**src/rtl/hyperbus_burst_splitter.sv**
```systemverilog
// Splits AXI INCR bursts into sub-bursts of at most MAX_BEATS beats; HYPERBUS_SPLITTER_ROW_EN also stops them at ROW_BYTES rows.
// Latency 1 cycle from input handshake to first sub-burst; outputs held while out_ready_i is low; no new request accepted until the current one is fully issued.
module hyperbus_burst_splitter #(
    parameter int AXI_AW    = 32,
    parameter int AXI_IW    = 10,
    parameter int MAX_BEATS = 16,
    parameter int ROW_BYTES = 1024
) (
    input  logic              clk_sys_i,
    input  logic              rst_i,
    input  logic              in_valid_i,
    output logic              in_ready_o,
    input  logic [AXI_AW-1:0] in_addr_i,
    input  logic [7:0]        in_len_i,
    input  logic [2:0]        in_size_i,
    input  logic [AXI_IW-1:0] in_id_i,
    output logic              out_valid_o,
    input  logic              out_ready_i,
    output logic [AXI_AW-1:0] out_addr_o,
    output logic [7:0]        out_len_o,
    output logic [2:0]        out_size_o,
    output logic [AXI_IW-1:0] out_id_o,
    output logic              out_last_o,
    output logic              busy_o
);

    localparam int RB = $clog2(ROW_BYTES);
    // Wide enough for remaining beats (<=256), MAX_BEATS and a full row's byte count.
    localparam int CW = RB + 3;

    typedef enum logic {IDLE, SPLIT} state_e;

    state_e            state_q, state_d;
    logic [AXI_AW-1:0] addr_q, addr_d;
    logic [8:0]        rem_q, rem_d;
    logic [2:0]        size_q, size_d;
    logic [AXI_IW-1:0] id_q, id_d;

    logic [AXI_AW-1:0] align_mask;
    logic [AXI_AW-1:0] aligned_addr;
    logic [AXI_AW-1:0] step;
    logic [CW-1:0]     chunk;
`ifdef HYPERBUS_SPLITTER_ROW_EN
    logic [CW-1:0]     row_left;
    logic [CW-1:0]     row_beats;
`endif

    always_comb begin
        align_mask   = {AXI_AW{1'b1}} << size_q;
        aligned_addr = addr_q & align_mask;
        chunk        = {{(CW-9){1'b0}}, rem_q};
        if (chunk > CW'(MAX_BEATS)) begin
            chunk = CW'(MAX_BEATS);
        end
`ifdef HYPERBUS_SPLITTER_ROW_EN
        row_left  = CW'(ROW_BYTES) - {{(CW-RB){1'b0}}, aligned_addr[RB-1:0]};
        row_beats = row_left >> size_q;
        if (row_beats < chunk) begin
            chunk = row_beats;
        end
`endif
        step = {{(AXI_AW-CW){1'b0}}, chunk} << size_q;
    end

    always_comb begin
        state_d = state_q;
        addr_d  = addr_q;
        rem_d   = rem_q;
        size_d  = size_q;
        id_d    = id_q;
        case (state_q)
            IDLE: begin
                if (in_valid_i) begin
                    addr_d  = in_addr_i;
                    rem_d   = {1'b0, in_len_i} + 9'd1;
                    size_d  = in_size_i;
                    id_d    = in_id_i;
                    state_d = SPLIT;
                end
            end
            SPLIT: begin
                if (out_ready_i) begin
                    // Later sub-bursts restart from the size-aligned address.
                    addr_d = aligned_addr + step;
                    rem_d  = rem_q - chunk[8:0];
                    if (rem_q == chunk[8:0]) begin
                        state_d = IDLE;
                    end
                end
            end
            default: state_d = IDLE;
        endcase
    end

    always_ff @(posedge clk_sys_i) begin
        if (rst_i) begin
            state_q <= IDLE;
            addr_q  <= '0;
            rem_q   <= '0;
            size_q  <= '0;
            id_q    <= '0;
        end else begin
            state_q <= state_d;
            addr_q  <= addr_d;
            rem_q   <= rem_d;
            size_q  <= size_d;
            id_q    <= id_d;
        end
    end

    assign in_ready_o  = (state_q == IDLE);
    assign out_valid_o = (state_q == SPLIT);
    assign busy_o      = (state_q == SPLIT);
    assign out_addr_o  = addr_q;
    assign out_len_o   = (state_q == SPLIT) ? (chunk[7:0] - 8'd1) : 8'd0;
    assign out_size_o  = size_q;
    assign out_id_o    = id_q;
    assign out_last_o  = (state_q == SPLIT) && (chunk == {{(CW-9){1'b0}}, rem_q});

endmodule

```
**config.mk**
```make
export PLATFORM = sky130hd
export DESIGN_NAME = hyperbus_burst_splitter
export DESIGN_NICKNAME = d
export VERILOG_FILES = /design/src/rtl/hyperbus_burst_splitter.sv
export SDC_FILE = /design/constraint.sdc
export NUM_CORES = 1
export LEC_CHECK = 0
export BUFFER_PORTS_ARGS = -buffer_cell sky130_fd_sc_hd__buf_2
export CAP_MARGIN = 20
export CELL_PAD_IN_SITES_DETAIL_PLACEMENT = 1
export CELL_PAD_IN_SITES_GLOBAL_PLACEMENT = 1
export CORE_AREA = 2 2 103 105
export CTS_BUF_LIST = sky130_fd_sc_hd__clkbuf_8
export DETAILED_ROUTE_END_ITERATION = 10
export DIE_AREA = 0 0 105 107
export PLACE_DENSITY_LB_ADDON = 0.1
export SYNTH_ARGS = -nofsm -noshare
export SYNTH_HDL_FRONTEND = slang
export SYNTH_SLANG_ARGS = --single-unit
```
**constraint.sdc**
```tcl
create_clock -name clk_sys_i -period 10 [get_ports clk_sys_i]
set_input_delay 2 -clock clk_sys_i [delete_from_list [all_inputs] [get_ports clk_sys_i]]
set_output_delay 2 -clock clk_sys_i [all_outputs]
set_load 0.01 [all_outputs]
```
* Word-level counts from Yosys, hierarchy flattened
Cells that the tools add are included.
** Storage, ports and cells
- Logic and storage cells :: 33
- Memories :: 0
- Bits in registers :: 55
- ROM bits :: 0
- RAM bits :: 0
- Latch bits :: 0
- Input port bits :: 57
** Cells by class
- Equality and inequality tests :: 4
- Reduce and logical (&&, ||, !) cells :: 3
- Shift-type cells :: 2
- Multiplexer cells :: 12
- Bitwise logic cells :: 2
- Div/mod/pow operators :: 0
- $lt $le $gt $ge :: 1
- $add $sub $neg :: 4
- $mul :: 0
** Operators by type and width (count)
- $mux W32 :: 2
- $pmux W32 S2 :: 1
- $add A32 B32 Y32 :: 1
- $and A32 B32 Y32 :: 1
- $shl A13 B3 Y32 :: 1
- $shl A32 B3 Y32 const A :: 1
- $mux W9 :: 3
- $eq A9 B9 Y1 :: 2
- $pmux W9 S2 :: 1
- $add A8 B1 Y9 const B :: 1
- $gt A9 B5 Y1 const B :: 1
- $sub A9 B9 Y9 :: 1
- $mux W8 :: 1
- $sub A8 B1 Y8 const B :: 1
- $ne A2 B2 Y1 const B :: 2
- $reduce_and A2 Y1 :: 2
- $mux W1 :: 3
- $pmux W1 S2 :: 1
- $logic_and A1 B1 Y1 :: 1
- $not A1 Y1 :: 1

* Longest topological paths before layout
- Depth after elaboration :: 6
- Depth in mapped cells :: 16
- Depth with buffers taken out :: 13

* Least setup slack after synthesis
OpenSTA, ideal clock, no wires.
- Path kind :: reg-to-output
- From :: register rem_q[5]
- To :: output port out_len_o[3]
- Cell stages (with the launch flop) :: 9
- Data required time :: 8000 ps
- Data arrival time :: 1777 ps
- Setup slack :: 6223 ps
- Path through :: dfxtp_1 > or3_1 > clkbuf_1 > nor3_2 > buf_2 > nand2_1 > nand3_1 > o21ai_0 > a21oi_1
** Between the ends
- Cells in the longest elaborated chain, start to end :: 4
** RTL lines
- from (decl) :: line 35 : logic [8:0] rem_q, rem_d;
- from (signal assigned) :: line 105 : rem_q <= rem_d;
- $gt A9 B5 Y1 :: line 52 : if (chunk > CW'(MAX_BEATS)) begin
- $mux W9 :: line 52
- $sub A8 B1 Y8 :: line 115 : assign out_len_o = (state_q == SPLIT) ? (chunk[7:0] - 8'd1) : 8'd0;
- $mux W8 :: line 115
- to (decl) :: line 20 : output logic [7:0] out_len_o,
Every way passes these cells.

* Final worst setup path
- From :: register state_q, in the netlist busy_o
- To :: output port out_len_o[2]
** Between the ends
- Cells in the longest elaborated chain, start to end :: 1
** RTL lines
- from (decl) :: line 33 : state_e state_q, state_d;
- from (signal assigned) :: line 103 : state_q <= state_d;
- $mux W8 :: line 115
Every way passes these cells.

==> impl_metrics.toml <==
[setup_path]
crit_end = "out_len_o[2]"
critPathArrivalTime_ns = 2.84
critPathBufInv = 2
setup.worst_path.start = "busy_o"
cp_max_fo = 24
max_stage_delay_ns = 1.05
crit_family = "flip-flops"
crit_cells = 3
cp_slowest_cell = "dfxtp_1"
r2r_end = "out_addr_o[28]"
reg2reg_depth = 12
start_kind = "flip-flop"
crit_required_ns = 8.00
crit_type = "flip-flop to output pin"
worstReg2RegStart = "rem_q[5]"
rrSetupSlack_ns = 5.33
worstPathCellList = "clkinv_1 > a311oi_1 > buf_2"
critPathCaptureType = "output pin"

[sta]
relSlewSlack_pct = 28.7
layout_setup_ws_ns = 5.16
fin_tns_setup_ns = 0
rsz0062_at_grt = "false"
setup_viol = 0
worst_pin_slew_ns = 1.07
fin_crit_ns = 4.84
max_clock_freq_mhz = 207
min_period_over_period_pct = 48.4
hold_viol = 0
slew_violations = 0
clock_skew_ns = 0.00766

[yosys]
avgSynthCellArea_um2 = 7.47
async_flop_share_pct = 0
synth-edff-count = 0
syn-cell-area_um2 = 4150
synth_area_leader_cell = "dfxtp_1"
syn_inst = 555
seq_area_frac_synth_pct = 26.5
ys_ff_latch = 55
synth_commonest_cells = "nand2_1, dfxtp_1, a21oi_1, nor2_1, clkbuf_1"
synthFlopType = "dfxtp_1"
synthMostInstantiatedCell = "nand2_1"
yosysTopAreaCellShare_pct = 26.5
yosysWarnings = 0
yosys-top-cells-area = "dfxtp_1, nand2_1, ha_1"
synth_cell_type_count = 71

[route]
vias = 4557
drt_wl_total_mm = 14.3
ant_nets = 0
viasPerCell = 5.86
avgRoutedWirePerCell_um = 18.4
dr.pass1.iters = 4
drt-initial-drc-count = 225
drc = 0

[clock_network]
postCtsSetupBuffers = 0
postCtsResizedCells = 0
root_buffer = "clkbuf_8"
holdBufCountCts = 0
htree_levels = 2
path_clk_slew_ns = 0.11
cts_buffer_depth = 2
cts.sinks = 55
insertion_delay_ns = 0.33
cts_tree = "done"
numCtsBuffers = 5

[global_route]
grt_pass1_wl_mm = 23.0
grt_usage_pct = 25.2
overflow = 0
antenna_found_initial = 0
grt_max_degree = 61
grt_pass1_vias = 4601

[floorplanning]
fp-row-count = 37
die_h_um = 107
ios = 114
core_um2 = 10100
die_area_um2 = 11200
start_util_pct = 41.1
chipWidth_um = 105

[power_and_ir_drop]
power_density_nw_per_um2 = 126
power_w = 0.000617
seqPwrFrac_pct = 43.0
internal-power_w = 0.000377
p_leak_nw = 2.17
ir_worst_vdd_uv = 58.9
switching_share_pct = 38.8
power.switching_w = 0.000240
pwr-share-comb_pct = 34.6
clkPwrFrac_pct = 22.4

[final_layout]
design_area_um2 = 4880
num_antenna_cells = 0
drive_above_1_share_pct = 22.1
final_nets = 717
finish.utilization_pct = 48.4
synthToLayoutAreaGrowth_pct = 17.6
fillers = 1313

[run]
maxCapViolCount = 0

[status]
status = "finished, final reports clean"

[placed_design]
gp_congestion = 0.897
dpl_cell_area_um2 = 4760
pre_cts_slack_ns = 5.44
place.port_buffers = 113
dp_hpwl_mm = 10.4

[min_path]
hp-class = "flip-flop to flip-flop"
## per-layer routing
metal  GRT usage, %  up-vias  share of wire [%]  wire (um)
met1           32.7     2190                 46       6570
met3           4.07       15                5.1        725
li1               -     2221                  -          -
met5              0        -                  0          0
met4           7.33        0                1.5        222
met2           43.1      131                 48       6810
## layout make-up
| type | instances | area, um^2 | share of cell area, % |
|---|---|---|---|
| multi-input cells | 449 | 2850 | 58.3 |
| flip-flops and latches | 55 | 1100 | 22.6 |
| repair buffers | 118 | 623 | 12.8 |
| well taps | 136 | 170 | 3.49 |
| clock buffers | 6 | 82.6 | 1.69 |
| inverters | 12 | 45.0 | 0.923 |
| clock inverters | 2 | 12.5 | 0.256 |
## stage by stage
step,hold WS [ns],cells
2_1_floorplan,0.444,558
3_3_place_gp,0.439,769
3_5_place_dp,0.446,769
4_1_cts,0.461,777
5_1_grt,0.493,778
6_report,0.461,778
## power groups by stage
stage | sequential, W | clock, W | combinational [W]
final | 0.000265 | 0.000138 | 0.000213
after global routing | 0.000270 | 0.000148 | 0.000236
after CTS | 0.000265 | 0.000141 | 0.000211
after detailed placement | 0.000270 | 0 | 0.000210
after global placement | 0.000268 | 0 | 0.000203
after floorplan | 0.000262 | 0 | 0.000144
## registers in the layout, indices dropped and copies added (netlist names)
| name | flops |
|---|---|
| busy_o | 1 |
| out_id_o | 10 |
| out_addr_o | 32 |
| out_size_o | 3 |
| rem_q | 9 |
## worst register-to-register path, delay by kind of cell (launching register included)
kind,cells,cell delay [ns]
adder cells (fa/ha/maj),1,0.22
flip-flops,1,0.36
AO/OA/AOI/OAI,7,2.34
AND/OR/NAND/NOR,4,1.65
## cells by family (layout without fill, tap and decap cells)
logic type | Yosys count | count (layout) | share of synthesized area, %
and+or+nand+nor | 222 | 222 | 25.9
AOI/OAI and AO/OA | 178 | 178 | 30.6
DFF | 55 | 55 | 26.5
buffers and inverters | 54 | 138 | 5.31
adders and majority gates | 19 | 19 | 5.91
xor gates and xnor gates | 14 | 14 | 2.96
muxes | 11 | 11 | 2.68
other | 2 | 5 | 0.181
## worst min path at each step
stage | startpoint | end | cells after the start
after detailed placement | out_id_o[5] | out_id_o[5] | 2
after CTS | out_id_o[5] | out_id_o[5] | 2
after floorplan | rem_q[7] | rem_q[7] | 2
after global routing | out_id_o[8] | out_id_o[8] | 2
after global placement | out_id_o[6] | out_id_o[6] | 2
final | out_id_o[5] | out_id_o[5] | 2
## cell usage in the layout, fill, tap and decap left out, types with 4 or more instances in the layout
cell type	netlist	layout
inv_1	11	12
nand4_1	6	6
nand2_1	85	85
nand3_1	18	18
nor3_1	13	13
o22ai_1	5	5
a221oi_1	4	4
or3_1	9	9
a31oi_1	9	9
a21o_1	15	15
a2111oi_0	5	5
a311oi_1	4	4
o21ai_0	23	23
a21oi_1	44	44
nor2_1	43	43
dfxtp_1	55	55
mux2i_1	10	10
ha_1	18	18
buf_2	5	113
conb_1	2	5
and3_1	11	11
a22oi_1	12	12
nand2b_1	5	5
and2_1	8	8
a211oi_1	8	8
xor2_1	10	10
clkbuf_8	0	6
o21a_1	5	5
xnor2_1	4	4
buf_4	1	4
and4_1	6	6
Power figures use the tool's default switching activity.
